$ cat src/rtl/serial_adder_pkg.sv
// Shared types and helpers for the bit-serial adder.
package serial_adder_pkg;

  typedef enum logic [1:0] {
    IDLE  = 2'd0,
    SHIFT = 2'd1,
    DONE  = 2'd2
  } state_t;

  // Bit counter width: one spare bit so counting up to WIDTH-1 never wraps.
  function automatic int cnt_width(input int width);
    return $clog2(width) + 1;
  endfunction

endpackage

$ cat src/rtl/full_adder_dataflow.sv
// One-bit dataflow full adder used as the bit slice of serial datapaths.
module full_adder_dataflow (
  input  logic x,
  input  logic y,
  input  logic c_in,
  output logic sum,
  output logic c_out
);

  assign sum   = x ^ y ^ c_in;
  assign c_out = (x & y) | (c_in & (x ^ y));

endmodule

$ cat src/rtl/serial_adder.sv
// Bit-serial WIDTH-bit adder: operands are loaded in parallel and summed
// LSB-first through a single full-adder slice, one bit per clock.
module serial_adder
  import serial_adder_pkg::*;
#(
  parameter int WIDTH = 8
) (
  input  logic             clk,
  input  logic             rst,
  input  logic             start,
  input  logic [WIDTH-1:0] x,
  input  logic [WIDTH-1:0] y,
  input  logic             c_in,
  output logic             busy,
  output logic             done,
  output logic [WIDTH-1:0] sum,
  output logic             c_out
);

  localparam int CW = cnt_width(WIDTH);
  localparam logic [CW-1:0] LAST = CW'(WIDTH - 1);

  state_t           state;
  logic [WIDTH-1:0] xr;
  logic [WIDTH-1:0] yr;
  logic [WIDTH-1:0] sr;
  logic [WIDTH-1:0] sr_next;
  logic             carry;
  logic [CW-1:0]    cnt;
  logic             fa_sum;
  logic             fa_cout;

  full_adder_dataflow u_slice (
    .x     (xr[0]),
    .y     (yr[0]),
    .c_in  (carry),
    .sum   (fa_sum),
    .c_out (fa_cout)
  );

  // New sum bit enters at the MSB so the LSB lands at bit 0 after WIDTH shifts.
  if (WIDTH == 1) begin : g_sr_w1
    assign sr_next = fa_sum;
  end else begin : g_sr_wn
    assign sr_next = {fa_sum, sr[WIDTH-1:1]};
  end

  // Control FSM plus operand/result shifting; outputs are registered here.
  always_ff @(posedge clk) begin
    if (rst) begin
      state <= IDLE;
      busy  <= 1'b0;
      done  <= 1'b0;
      sum   <= '0;
      c_out <= 1'b0;
      xr    <= '0;
      yr    <= '0;
      sr    <= '0;
      carry <= 1'b0;
      cnt   <= '0;
    end else begin
      done <= 1'b0;
      case (state)
        IDLE, DONE: begin
          // DONE accepts start just like IDLE so additions can run back-to-back.
          if (start) begin
            xr    <= x;
            yr    <= y;
            carry <= c_in;
            cnt   <= '0;
            sr    <= '0;
            busy  <= 1'b1;
            state <= SHIFT;
          end else begin
            state <= IDLE;
          end
        end
        SHIFT: begin
          xr    <= xr >> 1;
          yr    <= yr >> 1;
          sr    <= sr_next;
          carry <= fa_cout;
          cnt   <= cnt + CW'(1);
          if (cnt == LAST) begin
            // Publish only the complete word; partial sums never reach sum.
            sum   <= sr_next;
            c_out <= fa_cout;
            busy  <= 1'b0;
            done  <= 1'b1;
            state <= DONE;
          end
        end
        default: begin
          busy  <= 1'b0;
          state <= IDLE;
        end
      endcase
    end
  end

endmodule
$ cat config.mk
export PLATFORM = sky130hd
export DESIGN_NAME = serial_adder
export DESIGN_NICKNAME = d
export VERILOG_FILES = /design/src/rtl/serial_adder_pkg.sv /design/src/rtl/full_adder_dataflow.sv /design/src/rtl/serial_adder.sv
export SDC_FILE = /design/constraint.sdc
export NUM_CORES = 1
export LEC_CHECK = 0
export BUFFER_PORTS_ARGS = -buffer_cell sky130_fd_sc_hd__buf_2
export CORE_UTILIZATION = 40
export CTS_CLUSTER_DIAMETER = 80
export DETAILED_ROUTE_END_ITERATION = 8
export PLACE_DENSITY_LB_ADDON = 0.2
export SLEW_MARGIN = 10
export SYNTH_ARGS = -nofsm -noshare
export SYNTH_HDL_FRONTEND = slang
export SYNTH_SLANG_ARGS = --single-unit
$ cat constraint.sdc
create_clock -name clk -period 1.4 [get_ports clk]
set_input_delay 0.28 -clock clk [delete_from_list [all_inputs] [get_ports clk]]
set_output_delay 0.28 -clock clk [all_outputs]
set_load 0.01 [all_outputs]
==> results.yml, run 1 <==
run_status:
  status: "complete, no violations"
routing:
  final_antenna_net_count: 0
  via_per_inst: 5.47
  drt_first_pass_iters: 4
  wl_per_cell_um: 13.5
  wl_met2_mm: 1.77
  met3_length_um: 137
  drc: 0
  routed.top_layer: "met4"
  vias: 1445
  drtIter0Drc: 112
  m1WireLength_mm: 1.63
  wl_mm: 3.56
power_and_ir_drop:
  pwr-share-seq_pct: 47.6
  p_leak_nw: 0.759
  p_total_w: 0.00260
  switching_power_w: 0.000581
  ir_drop_uv: 641
  powerDensity_nw_per_um2: 1310
  intPower_w: 0.00202
  pwr-share-comb_pct: 9.4
  swShare_pct: 22.4
  clkPwrFrac_pct: 42.9
finish:
  finalNonFillerCells: 264
  antenna_cells: 0
  area_growth_pct: 19.7
  nNetsFinal: 237
  drive_above_1_share_pct: 23.1
  fill_cells: 387
clock_network:
  clkTransAtPathRegs_ns: 0.08
  clockBufferDepth: 2
  cts_inserted_buffers: 5
  clock-sinks: 41
  cts_tree: "done"
  clock_insertion_delay_worst_skew_ns: 0.29
  htreeDepth: 2
  clockRootBuffer: "clkbuf_8"
synth:
  synth_area_leaders: "dfxtp_1, a21oi_1, nand3_1, a22oi_1, o21ai_0"
  syn_area_um2: 1650
  synth_ff_type: "dfxtp_1"
  synthesis.instances: 188
  synth_top_area_share_pct: 49.8
  synth-async-reset-ratio_pct: 0
  ys_warn_count: 0
  yosysSeqAreaShare_pct: 49.8
  synth_nets: 210
  yosys.area.top_type: "dfxtp_1"
  synth_edf_count: 0
  syn-mean-instance-area_um2: 8.77
  ys_ff_latch: 41
  ys_types: 24
sta:
  layout_setup_ws_ns: 0.135
  setup_viol: 0
  period_needed_ns: 1.27
  rsz0062_at_grt: "false"
  slew_headroom_pct: 82.0
  fin_skew_ns: 0.00667
  tns_ns: 0
  fin_hold_ws_ns: 0.227
  finalHoldViolations: 0
  max_freq_mhz: 791
  maxSlewViolCount: 0
  tightest_slew_ns: 0.270
  period_share_pct: 90.4
die:
  die_x_um: 66.2
  dieHeight_um: 66.2
  ioPinCount: 31
  coreArea_um2: 3800
  dieArea_um2: 4380
  initial_core_util_pct: 43.4
  rows: 22
worst_setup_path:
  regToRegStartpoint: "state[0]$_SDFFE_PP0P_"
  critPathMaxStageDelay_ns: 0.40
  path_cells: "and2b_1, buf_4, a21oi_1, a211oi_1"
  rrSetupSlack_ns: 0.13
  critical_path_required_ns: 1.61
  crit_type: "reg -> reg"
  slowest_stage: "dfxtp_1"
  r2r_cells: 4
  critical_path.startpoint: "state[0]$_SDFFE_PP0P_"
  timing.rr.end: "cnt[2]$_SDFFE_PP0P_"
  cp_max_fo: 23
  arrival_ns: 1.47
  worstSetupEndpointType: "register"
  start_kind: "register"
global_routing:
  grt_pass1_wl_mm: 5.86
  grt_pass1_vias: 1305
  grt_use_total_pct: 17.4
  antenna_found_initial: 0
  grt_max_degree: 27
  grt_overflow_total: 0
hold_path:
  hold_end: "xr[7]$_SDFFE_PP0P_"
  min_path_type: "in -> reg"
  hold_depth: 3
  hold_start: "x[7]"
place:
  post-place-ws_ns: 0.0917
  routabilityCongestion: 0.797
  dp_cells: 255
  io_buffers: 30
  dp_hpwl_mm: 2.28
flow_run:
  cap_viol_max_count: 0
## timing repair
| action | CTS | global route |
|---|---|---|
| gates resized for setup | 0 | 3 |
| setup buffers | 0 | 0 |
| hold buffers | 0 | 0 |
| endpoints found under the setup margin | 0 | 20 |
## worst max path at each step
stage | end | slack (ns) | cells past startpoint
6_report | cnt[2]$_SDFFE_PP0P_ | 0.13 | 4
5_1_grt | c_out$_SDFFE_PP0P_ | 0.04 | 5
4_1_cts | sum[1]$_SDFFE_PP0P_ | 0.07 | 4
3_5_place_dp | sum[1]$_SDFFE_PP0P_ | 0.09 | 4
3_3_place_gp | busy$_SDFFE_PP0P_ | 0.15 | 4
2_1_floorplan | busy$_SDFFE_PP0P_ | 0.19 | 5
## per-stage QoR
| step | util (%) | area (um^2) |
|---|---|---|
| 2_1_floorplan | - | 1650 |
| 3_3_place_gp | 48.1 | 1830 |
| 3_5_place_dp | 48.1 | 1830 |
| 4_1_cts | 51.6 | 1960 |
| 5_1_grt | 52.0 | 1970 |
| 6_report | 52.0 | 1970 |
## metal layers
metal | global-route usage (%) | up-vias
li1 | - | 727
met1 | 21.5 | 677
met2 | 29.5 | 37
met3 | 5.34 | 4
met4 | 3.99 | 0
met5 | 0 | -
## registers in the layout, indices dropped and copies added (netlist names)
name and count:
sum 8, xr 8, yr 8, sr 7, cnt 4, state 2, busy 1, c_out 1
carry 1, done 1
## area by class of cell
| type | count | area, um^2 | area share, % |
|---|---|---|---|
| Sequential cell | 41 | 821 | 41.6 |
| Tap cell | 48 | 60.1 | 3.04 |
| Timing Repair Buffer | 39 | 230 | 11.7 |
| Clock buffer | 5 | 68.8 | 3.49 |
| Clock inverter | 3 | 65.1 | 3.30 |
| Multi-Input combinational cell | 128 | 729 | 36.9 |
## worst max-delay path, delay by kind of cell, from the launching register on
family | cells | cell delay, ns
AO/OA/AOI/OAI | 2 | 0.32
buffers and inverters | 1 | 0.26
flip-flops | 1 | 0.40
AND/OR/NAND/NOR | 1 | 0.19
## placed cells by master (no fill, tap or decap), types with 3 or more instances in the layout
master	count
a21oi_1	37
a22oi_1	15
buf_2	30
buf_4	8
clkbuf_8	5
dfxtp_1	41
nand2_1	10
nand2b_1	3
nand3_1	35
nor2_1	3
nor3_1	3
o21ai_0	9
## synthesized netlist by cell type, types with 3 or more instances
cell       n
a21oi_1   37
nand2b_1   3
o21ai_0    9
nand2_1   10
buf_2      7
clkbuf_1   7
dfxtp_1   41
nor2_1     3
buf_4      4
a22oi_1   15
nor3_1     3
nand3_1   35
## logic make-up after synthesis
family,synth area share [%]
compound gates,21.7
fa+ha+maj,1.97
buf+inv,6.90
flops,49.8
mux,1.37
simple gates,18.3
## power by group through the flow
stage	Sequential [W]	Combinational (W)	Clock, W
6_report	0.00124	0.000245	0.00111
5_1_grt	0.00124	0.000273	0.00118
4_1_cts	0.00124	0.000245	0.00113
3_5_place_dp	0.00126	0.000244	0
3_3_place_gp	0.00126	0.000238	0
2_1_floorplan	0.00126	0.000178	0
Power figures use the tool's default switching activity.
==> run 2, diff against run 1 <==
==> constraint.sdc (replaced) <==
create_clock -name clk -period 1.6 [get_ports clk]
set_input_delay 0.32 -clock clk [delete_from_list [all_inputs] [get_ports clk]]
set_output_delay 0.32 -clock clk [all_outputs]
set_load 0.01 [all_outputs]
==> results.yml, run 2 (synthesized netlist as in run 1, its figures left out) <==
run_status:
  status: "complete, no violations"
routing:
  drt_first_pass_iters: 4
  vias: 1439
  final_antenna_net_count: 0
  wl_per_cell_um: 13.3
  m1WireLength_mm: 1.57
  wl_met2_mm: 1.61
  met3_length_um: 232
  via_per_inst: 5.49
  drc: 0
  drtIter0Drc: 97
  wl_mm: 3.47
  routed.top_layer: "met4"
sta:
  slew_headroom_pct: 71.1
  fin_skew_ns: 0.00468
  period_share_pct: 87.7
  max_freq_mhz: 712
  tns_ns: 0
  rsz0062_at_grt: "false"
  period_needed_ns: 1.40
  finalHoldViolations: 0
  tightest_slew_ns: 0.432
  maxSlewViolCount: 0
  fin_hold_ws_ns: 0.264
  layout_setup_ws_ns: 0.196
  setup_viol: 0
global_routing:
  grt_overflow_total: 0
  grt_use_total_pct: 17.7
  grt_pass1_wl_mm: 5.74
  antenna_found_initial: 0
  grt_pass1_vias: 1307
  grt_max_degree: 27
worst_setup_path:
  arrival_ns: 1.59
  critical_path.startpoint: "cnt[0]$_SDFFE_PP0P_"
  timing.critical_path.to: "sum[0]$_SDFFE_PP0P_"
  cp_max_fo: 12
  rrSetupSlack_ns: 0.20
  worstSetupEndpointType: "register"
  crit_type: "reg -> reg"
  timing.rr.end: "sum[0]$_SDFFE_PP0P_"
  r2r_cells: 4
  regToRegStartpoint: "cnt[0]$_SDFFE_PP0P_"
  critical_path_required_ns: 1.79
  start_kind: "register"
power_and_ir_drop:
  powerDensity_nw_per_um2: 1030
  ir_drop_uv: 595
  p_leak_nw: 0.717
finish:
  seq_area_um2: 821
  fill_cells: 381
  most-common-layout-cells: "dfxtp_1, a21oi_1, nand3_1"
  post-route-util_pct: 49.6
  area_growth_pct: 14.3
  mostFrequentLayoutCell: "dfxtp_1"
  drive_above_1_share_pct: 20.1
  nNetsFinal: 235
  multi_input_area_um2: 714
  top_regs: "sum: 8 flops, xr: 8 flops, yr: 8 flops"
  antenna_cells: 0
clock_network:
  clockBufferDepth: 2
  cts_setup_buffers: 0
  clock_insertion_delay_worst_skew_ns: 0.30
  clockRootBuffer: "clkbuf_8"
  htreeDepth: 2
  cts_inserted_buffers: 5
  cts.repair.resized: 0
  clock-sinks: 41
  clkTransAtPathRegs_ns: 0.07
  cts_tree: "done"
  holdBufCountCts: 0
die:
  initial_core_util_pct: 43.4
  rows: 22
  coreArea_um2: 3800
  die_x_um: 66.2
  dieHeight_um: 66.2
  dieArea_um2: 4380
  ioPinCount: 31
hold_path:
  min_path_type: "in -> reg"
place:
  dp_hpwl_mm: 2.28
  routabilityCongestion: 0.778
  post-place-ws_ns: 0.251
  io_buffers: 30
flow_run:
  cap_viol_max_count: 0
==> run 2: area by class of cell <==
cell class                 instances  area share [%]
clock buffer                       8            4.25
multi-input combinational        127            37.9
sequential                        41            43.5
tap                               48            3.19
timing repair buffer              38            11.1
==> run 2: power by group <==
group / internal (W) / total [W] / switching [W]
Sequential: 0.00106 / 0.00108 / 0.0000229
Clock: 0.000310 / 0.000653 / 0.000343
Combinational: 0.0000798 / 0.000206 / 0.000127
==> run 2: worst min path at each step <==
| stage | startpoint | to | slack, ns | cells after the start |
|---|---|---|---|---|
| 6_report | y[7] | yr[7]$_SDFFE_PP0P_ | 0.26 | 3 |
| 5_1_grt | x[7] | xr[7]$_SDFFE_PP0P_ | 0.28 | 3 |
| 4_1_cts | y[7] | yr[7]$_SDFFE_PP0P_ | 0.26 | 3 |
| 3_5_place_dp | yr[1]$_SDFFE_PP0P_ | yr[1]$_SDFFE_PP0P_ | 0.46 | 2 |
| 3_3_place_gp | yr[2]$_SDFFE_PP0P_ | yr[2]$_SDFFE_PP0P_ | 0.46 | 2 |
| 2_1_floorplan | sr[1]$_SDFFE_PP0P_ | sum[0]$_SDFFE_PP0P_ | 0.44 | 2 |
==> run 2: per-stage QoR <==
step	power [W]	instance area (um^2)	instances
2_1_floorplan	0.00126	1650	188
3_3_place_gp	0.00131	1810	254
3_5_place_dp	0.00131	1810	254
4_1_cts	0.00196	1890	262
5_1_grt	0.00203	1890	262
6_report	0.00194	1890	262
==> run 2: worst max-delay path, stage by stage (launching register included) <==
cell      delay (ns)
dfxtp_1         0.37
ha_1            0.22
nand3b_1        0.33
o21ai_0         0.28
a21oi_1         0.09
==> run 2: metal layers <==
layer / GRT usage [%] / vias up
met5: 0 / -
li1: - / 725
met1: 21.0 / 674
met4: 9.57 / 0
met3: 4.66 / 6
met2: 29.0 / 34
